$ cat src/rtl/alu_fault_manager_pkg.sv
// Shared fault-tolerance constants for the redundant execute ALU: controller state
// encoding and default escalation threshold / counter width.
package alu_fault_manager_pkg;

  typedef enum logic [1:0] {
    RUN    = 2'b00,
    RETRY  = 2'b01,
    SWITCH = 2'b10,
    HALT   = 2'b11
  } fmState_e;

  localparam int FAULT_THRESH_DEFAULT = 3;
  localparam int CNT_W_DEFAULT        = 8;

endpackage

$ cat src/rtl/alu_fault_manager_if.sv
// Bundle between the EX stage / redundant ALU and the fault manager, plus status and
// a debug view of the controller state.
interface alu_fault_manager_if #(
  parameter int FAULT_THRESH = alu_fault_manager_pkg::FAULT_THRESH_DEFAULT,
  parameter int CNT_W        = alu_fault_manager_pkg::CNT_W_DEFAULT
);
  import alu_fault_manager_pkg::*;

  localparam int CONSEC_W = $clog2(FAULT_THRESH + 1);

  // Handshake: ex_valid qualifies alu_done/alu_fault (both ignored while ex_valid=0);
  // an op leaves EX on a cycle where ex_valid=1 and stall=0, stall acting as not-ready.
  logic                ex_valid;
  logic                alu_done;
  logic                alu_fault;
  logic                clear_cnt;
  logic                stall;
  logic                alu_restart;
  logic                spare_sel;
  logic [CONSEC_W-1:0] consec_count;
  logic [CNT_W-1:0]    fault_count;
  logic                fault_irq;
  logic                halted;
  fmState_e            state;

  modport master (
    output ex_valid, alu_done, alu_fault, clear_cnt,
    input  stall, alu_restart, spare_sel, consec_count, fault_count, fault_irq, halted, state
  );

  modport slave (
    input  ex_valid, alu_done, alu_fault, clear_cnt,
    output stall, alu_restart, spare_sel, consec_count, fault_count, fault_irq, halted, state
  );

endinterface

$ cat src/rtl/alu_fault_manager_sat_counter.sv
// Saturating up-counter with synchronous clear; a clear coinciding with an increment
// leaves the count at 1 so that event is not lost.
module fault_sat_counter #(
  parameter int W = 8
) (
  input  logic         clk,
  input  logic         rst,
  input  logic         clear,
  input  logic         inc,
  output logic [W-1:0] count
);

  always_ff @(posedge clk or negedge rst) begin
    if (!rst) begin
      count <= '0;
    end else if (clear) begin
      count <= inc ? W'(1) : '0;
    end else if (inc && (count != '1)) begin
      count <= count + 1'b1;
    end
  end

endmodule

$ cat src/rtl/alu_fault_manager.sv
// Pipeline-side controller for the time-redundant ALU: stalls EX until an op is
// validated, counts faults and escalates primary -> spare -> halt.
module alu_fault_manager
  import alu_fault_manager_pkg::*;
#(
  parameter int FAULT_THRESH = FAULT_THRESH_DEFAULT,
  parameter int CNT_W        = CNT_W_DEFAULT
) (
  input logic                clk,
  input logic                rst,
  alu_fault_manager_if.slave bus
);

  localparam int                  CONSEC_W = $clog2(FAULT_THRESH + 1);
  localparam logic [CONSEC_W-1:0] LAST_OK  = CONSEC_W'(FAULT_THRESH - 1);

  fmState_e            state;
  logic [CONSEC_W-1:0] consec;
  logic                active;
  logic                faultEv;
  logic                doneEv;
  logic                atThresh;
  logic                doneAcc;
  logic                stallC;
  logic                restartQ;
  logic                spareQ;
  logic                haltedQ;
  logic                irqQ;

  assign active   = (state == RUN) || (state == RETRY);
  assign faultEv  = active & bus.ex_valid & bus.alu_fault;
  assign doneEv   = active & bus.ex_valid & bus.alu_done;
  assign atThresh = faultEv && (consec == LAST_OK);
  // A done that coincides with the escalating fault is dropped: the op re-runs elsewhere.
  assign doneAcc  = doneEv & ~atThresh;

  always_comb begin
    stallC = 1'b1;
    case (state)
      RUN:     stallC = bus.ex_valid & ~doneAcc;
      RETRY:   stallC = ~doneAcc;
      default: stallC = 1'b1;
    endcase
  end

  assign bus.stall = rst & stallC;

  always_ff @(posedge clk or negedge rst) begin
    if (!rst) begin
      state    <= RUN;
      restartQ <= 1'b0;
      spareQ   <= 1'b0;
      haltedQ  <= 1'b0;
      irqQ     <= 1'b0;
    end else begin
      irqQ     <= faultEv;
      restartQ <= 1'b0;
      case (state)
        RUN, RETRY: begin
          if (faultEv) begin
            if (atThresh) begin
              if (spareQ) begin
                state   <= HALT;
                haltedQ <= 1'b1;
              end else begin
                state    <= SWITCH;
                restartQ <= 1'b1;
              end
            end else begin
              state <= doneEv ? RUN : RETRY;
            end
          end else if (doneEv) begin
            state <= RUN;
          end
        end
        SWITCH: begin
          state  <= RUN;
          spareQ <= 1'b1;
        end
        default: state <= HALT;
      endcase
    end
  end

  fault_sat_counter #(.W(CONSEC_W)) u_consec (
    .clk   (clk),
    .rst   (rst),
    .clear ((state == SWITCH) | (doneEv & ~faultEv)),
    .inc   (faultEv),
    .count (consec)
  );

  fault_sat_counter #(.W(CNT_W)) u_total (
    .clk   (clk),
    .rst   (rst),
    .clear (bus.clear_cnt),
    .inc   (faultEv),
    .count (bus.fault_count)
  );

  assign bus.alu_restart  = restartQ;
  assign bus.spare_sel    = spareQ;
  assign bus.halted       = haltedQ;
  assign bus.fault_irq    = irqQ;
  assign bus.consec_count = consec;
  assign bus.state        = state;

endmodule

$ cat src/flat_wrapper.sv
// flat-port wrapper written by rule: the top's interface ports become plain ports
module alu_fault_manager_flat import alu_fault_manager_pkg::*;
#(
  parameter int FAULT_THRESH = FAULT_THRESH_DEFAULT,
  parameter int CNT_W        = CNT_W_DEFAULT
)
  (clk, rst, bus_ex_valid, bus_alu_done, bus_alu_fault, bus_clear_cnt, bus_stall, bus_alu_restart, bus_spare_sel, bus_consec_count, bus_fault_count, bus_fault_irq, bus_halted, bus_state);
  alu_fault_manager_if #(.FAULT_THRESH(FAULT_THRESH), .CNT_W(CNT_W)) bus_i ();
  input logic clk;
  input logic rst;
  input wire logic [$bits(bus_i.ex_valid)-1:0] bus_ex_valid;
  input wire logic [$bits(bus_i.alu_done)-1:0] bus_alu_done;
  input wire logic [$bits(bus_i.alu_fault)-1:0] bus_alu_fault;
  input wire logic [$bits(bus_i.clear_cnt)-1:0] bus_clear_cnt;
  output wire logic [$bits(bus_i.stall)-1:0] bus_stall;
  output wire logic [$bits(bus_i.alu_restart)-1:0] bus_alu_restart;
  output wire logic [$bits(bus_i.spare_sel)-1:0] bus_spare_sel;
  output wire logic [$bits(bus_i.consec_count)-1:0] bus_consec_count;
  output wire logic [$bits(bus_i.fault_count)-1:0] bus_fault_count;
  output wire logic [$bits(bus_i.fault_irq)-1:0] bus_fault_irq;
  output wire logic [$bits(bus_i.halted)-1:0] bus_halted;
  output wire logic [$bits(bus_i.state)-1:0] bus_state;
  assign bus_i.ex_valid = bus_ex_valid;
  assign bus_i.alu_done = bus_alu_done;
  assign bus_i.alu_fault = bus_alu_fault;
  assign bus_i.clear_cnt = bus_clear_cnt;
  assign bus_stall = bus_i.stall;
  assign bus_alu_restart = bus_i.alu_restart;
  assign bus_spare_sel = bus_i.spare_sel;
  assign bus_consec_count = bus_i.consec_count;
  assign bus_fault_count = bus_i.fault_count;
  assign bus_fault_irq = bus_i.fault_irq;
  assign bus_halted = bus_i.halted;
  assign bus_state = bus_i.state;
  alu_fault_manager #(.FAULT_THRESH(FAULT_THRESH), .CNT_W(CNT_W)) u_core (.clk(clk), .rst(rst), .bus(bus_i));
endmodule
$ cat config.mk
export PLATFORM = sky130hd
export DESIGN_NAME = alu_fault_manager_flat
export DESIGN_NICKNAME = d
export VERILOG_FILES = /design/src/rtl/alu_fault_manager_pkg.sv /design/src/rtl/alu_fault_manager_if.sv /design/src/rtl/alu_fault_manager_sat_counter.sv /design/src/rtl/alu_fault_manager.sv /design/src/flat_wrapper.sv
export SDC_FILE = /design/constraint.sdc
export NUM_CORES = 1
export LEC_CHECK = 0
export CORE_MARGIN = 5
export CORE_UTILIZATION = 50
export CTS_CLUSTER_DIAMETER = 80
export DETAILED_ROUTE_END_ITERATION = 16
export PLACE_DENSITY_LB_ADDON = 0.08
export SLEW_MARGIN = 10
export SYNTH_ARGS = -nofsm -noshare
export SYNTH_HDL_FRONTEND = slang
export SYNTH_SLANG_ARGS = --single-unit
$ cat constraint.sdc
create_clock -name clk -period 2.4 [get_ports clk]
set_input_delay 0.72 -clock clk [delete_from_list [all_inputs] [get_ports clk]]
set_output_delay 0.72 -clock clk [all_outputs]
set_load 0.005 [all_outputs]
Word-level counts from Yosys, hierarchy flattened
Cells that the tools add are included.

word-level totals
  logic and storage cells = 52
  input bits = 6
  bits in latches = 0
  flip-flop bits (word level) = 16
  memories kept = 0
  bits in writable memories = 0
  ROM bits = 0
  output and inout bits = 17

cells by class
  mux-type cells = 17
  reductions and logical operators = 9
  multiply operators = 0
  $lt $le $gt $ge = 0
  div/mod/pow operators = 0
  equal/unequal tests = 6
  shift operators = 0
  bitwise operators = 11
  add/subtract/negate cells = 2

operators with widths
  kind                 number
  $mux 8               2
  $mux 2               5
  $add 8x1->8 const B  1
  $mux 1               8
  $ne 8x8->1 const B   1
  $and 1x1->1          7
  $eq 2x2->1 const B   2
  $pmux 2 s2           1
  $reduce_and 4->1     1
  $reduce_bool 2->1    2
  $logic_and 1x1->1    3
  $ne 3x1->1 const B   1
  $not 1->1            3
  $add 2x1->2 const B  1
  $eq 2x1->1 const B   1
  $logic_not 2->1      1
  $ne 2x2->1 const B   1
  $pmux 1 s2           1
  $reduce_or 2->1      1
  $logic_or 1x1->1     1
  $or 1x1->1           1

Longest topological paths before layout
  word-level depth = 11
  gate-level depth with buffers = 5
  mapped depth without buffers = 5

Modules after synthesis
From an unflattened synthesis, not the netlist that was laid out.

second synthesis, totals
  cell total of the unflattened synthesis = 82
  area, all modules = 872.1 um2

modules (own cells, without submodules)
  module                               sequential area each (um2)  cells an instance  area an instance (um2)  times used
  fault_sat_counter (u_core.u_total)   200.2                       47                 473.0                   1
  alu_fault_manager                    150.1                       25                 279.0                   1
  fault_sat_counter (u_core.u_consec)  50.0                        10                 120.1                   1

Least setup slack after synthesis
OpenSTA, ideal clock, no wires.

  path type = input -> output
  start = in bus_alu_fault
  end = out bus_stall
  buffers on the path = 0
  stages on the path = 3
  required time = 1.680 ns
  setup slack = 0.648 ns
  arrival time = 1.032 ns
  cells stage by stage = nand2_1 > a31oi_1 > o21a_1

between the ends
  longest elaborated chain between the ends = 8

RTL lines
  item                   RTL line                                          text
  from (decl)            flat_wrapper.sv:13                                input wire logic [$bits(bus_i.alu_fault)-1:0] bus_alu_fault;
  $and 1x1->1 (*)        alu_fault_manager.sv:31                           assign faultEv = active & bus.ex_valid & bus.alu_fault;
  $logic_and 1x1->1 (*)  alu_fault_manager.sv:33                           assign atThresh = faultEv && (consec == LAST_OK);
  $not 1->1 (*)          alu_fault_manager.sv:35                           assign doneAcc = doneEv & ~atThresh;
  $and 1x1->1 (*)        alu_fault_manager.sv:35
  $not 1->1 (*)          alu_fault_manager.sv:40, alu_fault_manager.sv:41
  $and 1x1->1            alu_fault_manager.sv:40                           RUN: stallC = bus.ex_valid & ~doneAcc;
  $pmux 1 s2 (*)         alu_fault_manager.sv:39                           case (state)
  $and 1x1->1 (*)        alu_fault_manager.sv:46                           assign bus.stall = rst & stallC;
  to (decl)              flat_wrapper.sv:15                                output wire logic [$bits(bus_i.stall)-1:0] bus_stall;

Every way passes the cells marked *; elsewhere a longest branch is shown, timed or not.

Final worst setup path
  start = in rst
  end = out bus_stall

between the ends
  longest elaborated chain between the ends = 1

RTL lines
  item         RTL line                 text
  from (decl)  flat_wrapper.sv:10       input logic rst;
  $and 1x1->1  alu_fault_manager.sv:46

No other way between the ends.

==> flow_metrics.py <==
metrics = {
    "synthesis": {
        "syn_area_um2": 858,
        "ys.warnings.count": 0,
        "syn_area_per_cell_um2": 10.9,
        "synth-seq-cells": 16,
        "yosysUniqueCellTypes": 32,
        "seq_area_frac_synth_pct": 46.6,
        "syn_inst": 79,
        "syn_nets": 88,
    },
    "global_routing": {
        "grt_max_degree": 17,
        "grt_pass1_vias": 702,
        "overflow": 0,
        "grt_first_pass_wirelength_um": 3100,
        "antenna_found_initial": 0,
        "grt_usage_pct": 15.8,
    },
    "timing": {
        "period_share_pct": 95.2,
        "fmax_mhz": 438,
        "tightest_slew_ns": 0.349,
        "slew_violations": 0,
        "hold_violations": 0,
        "max_slew_margin_pct": 76.5,
        "whs_ns": 0.471,
        "rsz0062_at_grt": "no",
        "layout_min_cycle_time_ns": 2.28,
        "skew_ns": 0.00260,
        "setup_viol": 0,
    },
    "route": {
        "drtPass1Iterations": 4,
        "finalWirelength_um": 1730,
        "vias": 684,
        "final_antenna_net_count": 0,
        "wl_per_cell_um": 13.8,
        "drtIter0Drc": 7,
        "drc": 0,
        "via_per_inst": 5.43,
    },
    "critical_path": {
        "cp_cell_sequence": "clkdlybuf4s50_1 > o21a_1 > clkdlybuf4s15_2",
        "endpoint_kind": "primary output",
        "crit_type": "input port to primary output",
        "crit_slowest_cell": "clkdlybuf4s50_1",
        "arrival_ns": 1.56,
        "cp_slowest_stage_delay_ns": 0.52,
        "worstPathRequired_ns": 1.68,
        "crit_path_max_fanout": 2,
        "startpoint_type": "input port",
    },
    "run_status": {
        "status": "finished, final reports clean",
    },
    "power_and_ir_drop": {
        "cellPowerDensity_mw_per_mm2": 655,
        "leakagePower_uw": 0.000535,
        "p_total_uw": 765,
        "peakVddDrop_mv": 0.443,
    },
    "finish": {
        "multi_input_area_um2": 430,
        "register_area_um2": 400,
        "final_cells": 126,
        "final_util_pct": 69.9,
        "final_layout_size_suffix_gt1_share_pct": 18.3,
        "final_area_mm2": 0.00117,
        "diodes": 0,
        "area_growth_pct": 36.0,
        "fill_cells": 137,
        "final_nets": 119,
    },
    "clock_tree": {
        "cts_sinks": 16,
        "clk_latency_ns": 0.28,
        "clkTransAtPathRegs_ns": 0.09,
        "cts_tree": "done",
        "post_cts_buffers": 0,
        "clock_path_buffers": 2,
        "cts_buffers": 3,
        "htreeDepth": 1,
        "ctsRootBufferMaster": "clkbuf_4",
    },
    "floorplanning": {
        "rows": 15,
        "initial_core_util_pct": 51.4,
        "fp.dieH_um": 51.4,
        "core_mm2": 0.00167,
        "die_w_um": 51.4,
        "die_area_mm2": 0.00265,
        "io-pin-count": 23,
    },
    "min_path": {
        "min_path_type": "flip-flop to flip-flop",
    },
    "placement": {
        "gp_congestion": 0.815,
        "placed_area_mm2": 0.00113,
        "dpl.cell_count": 122,
        "portBuffers": 22,
        "dp_hpwl_um": 1320,
    },
    "run": {
        "drv_cap": 0,
    },
}
cell families after synthesis:
group	Yosys count	synth area share (%)
flip-flops	16	46.6
AND/OR/NAND/NOR	30	22.2
adder cells (fa/ha/maj)	3	4.37
AO/OA/AOI/OAI	21	19.4
XOR/XNOR	3	3.06
buffers and inverters	5	3.21
multiplexers	1	1.17
synth_stat cells:
master / number / share of area [%]
a211oi_1: 1 / 0.87
a21oi_1: 1 / 0.58
a31o_1: 2 / 2.0
a31oi_1: 1 / 0.73
and3_1: 2 / 1.5
and3_2: 2 / 1.7
buf_4: 1 / 0.87
clkinv_4: 1 / 1.0
dfrtp_1: 16 / 47
ha_1: 3 / 4.4
inv_1: 3 / 1.3
mux2i_1: 1 / 1.2
nand2_1: 7 / 3.1
nand2b_1: 3 / 2.2
nand3_2: 1 / 1.2
nand3b_4: 1 / 2.3
nand4_2: 1 / 1.5
nand4_4: 1 / 2.5
nor2_1: 9 / 3.9
nor3_1: 1 / 0.58
o2111ai_1: 1 / 1.0
o211ai_1: 4 / 3.5
o211ai_4: 1 / 2.5
o21a_1: 1 / 0.87
o21ai_0: 2 / 1.2
o21ai_1: 1 / 0.58
o21ai_2: 1 / 1.0
o31ai_1: 4 / 3.5
o41ai_1: 1 / 1.0
or2_2: 1 / 0.73
or3b_1: 1 / 1.0
xor2_1: 3 / 3.1
layer usage:
metal	wire, um	vias up	global-route usage [%]
met3	80	4	5.54
li1	-	355	-
met4	25	0	7.86
met2	796	14	23.1
met1	830	311	20.4
met5	0	-	0
flip-flops by register name, summed over array words and instances (netlist names), named ones only:
name and cells:
u_core.bus.alu_restart 1, u_core.bus.fault_irq 1, u_core.bus.halted 1, u_core.bus.spare_sel 1, u_core.bus.state 1, u_core.u_consec.count 2, u_core.u_total.count 8
critical path: cells and delay by family:
kind / cells / cell delay, ns
AO/OA/AOI/OAI: 1 / 0.13
buffers and inverters: 2 / 0.72
area by class of cell:
type	instances	area share, %
Clock buffer	4	3.11
Tap cell	17	1.82
Inverter	4	1.71
Multi-Input combinational cell	58	36.9
Timing Repair Buffer	27	22.2
Sequential cell	16	34.3
stage by stage:
stage	worst slack (ns)	TNS [ns]
after floorplan	0.648	0
after global placement	-0.324	-0.324
after detailed placement	-0.361	-0.361
after CTS	0.0126	0
after global routing	0.0290	0
final	0.115	0
report_power, final:
group          switching, uW  total, uW  leakage [uW]  internal [uW]
Clock                   84.9        177     0.0000210           92.4
Sequential              33.7        343      0.000209            309
Combinational           98.1        245      0.000306            147
path summary, 6_finish.rpt:
path / start / end / slack, ns / cells past startpoint
max: rst / bus_stall / 0.12 / 3
min reg2reg: u_core.bus.halted$_DFFE_PN0P_ / u_core.bus.halted$_DFFE_PN0P_ / 0.47 / 1
min in group asynchronous: rst / u_core.u_total.count[3]$_DFFE_PN0P_ / 0.83 / 2
max reg2reg: u_core.u_total.count[0]$_DFFE_PN0P_ / u_core.u_total.count[2]$_DFFE_PN0P_ / 0.95 / 5
min: u_core.bus.halted$_DFFE_PN0P_ / u_core.bus.halted$_DFFE_PN0P_ / 0.47 / 1
max in group asynchronous: rst / u_core.u_total.count[0]$_DFFE_PN0P_ / 1.39 / 2
what timing repair did:
| item | 4_1_cts | 5_1_grt |
|---|---|---|
| endpoints found under the setup margin | 1 | 1 |
| hold buffers | 0 | 0 |
| pin swaps | 2 | 0 |
| resized for setup | 5 | 1 |
cells in the final DEF (no fill, tap or decap), types with 2 or more instances in the layout:
cell / instances
a31o_1: 2
and3_1: 2
and3_2: 2
buf_4: 5
clkbuf_4: 3
clkdlybuf4s50_1: 18
dfrtp_1: 16
dlygate4sd2_1: 2
ha_1: 3
inv_1: 3
nand2_1: 7
nand2b_1: 3
nor2_1: 9
o211ai_1: 4
o21ai_0: 2
o31ai_1: 4
xor2_1: 3
No activity file was read; power rests on OpenSTA's default activity.
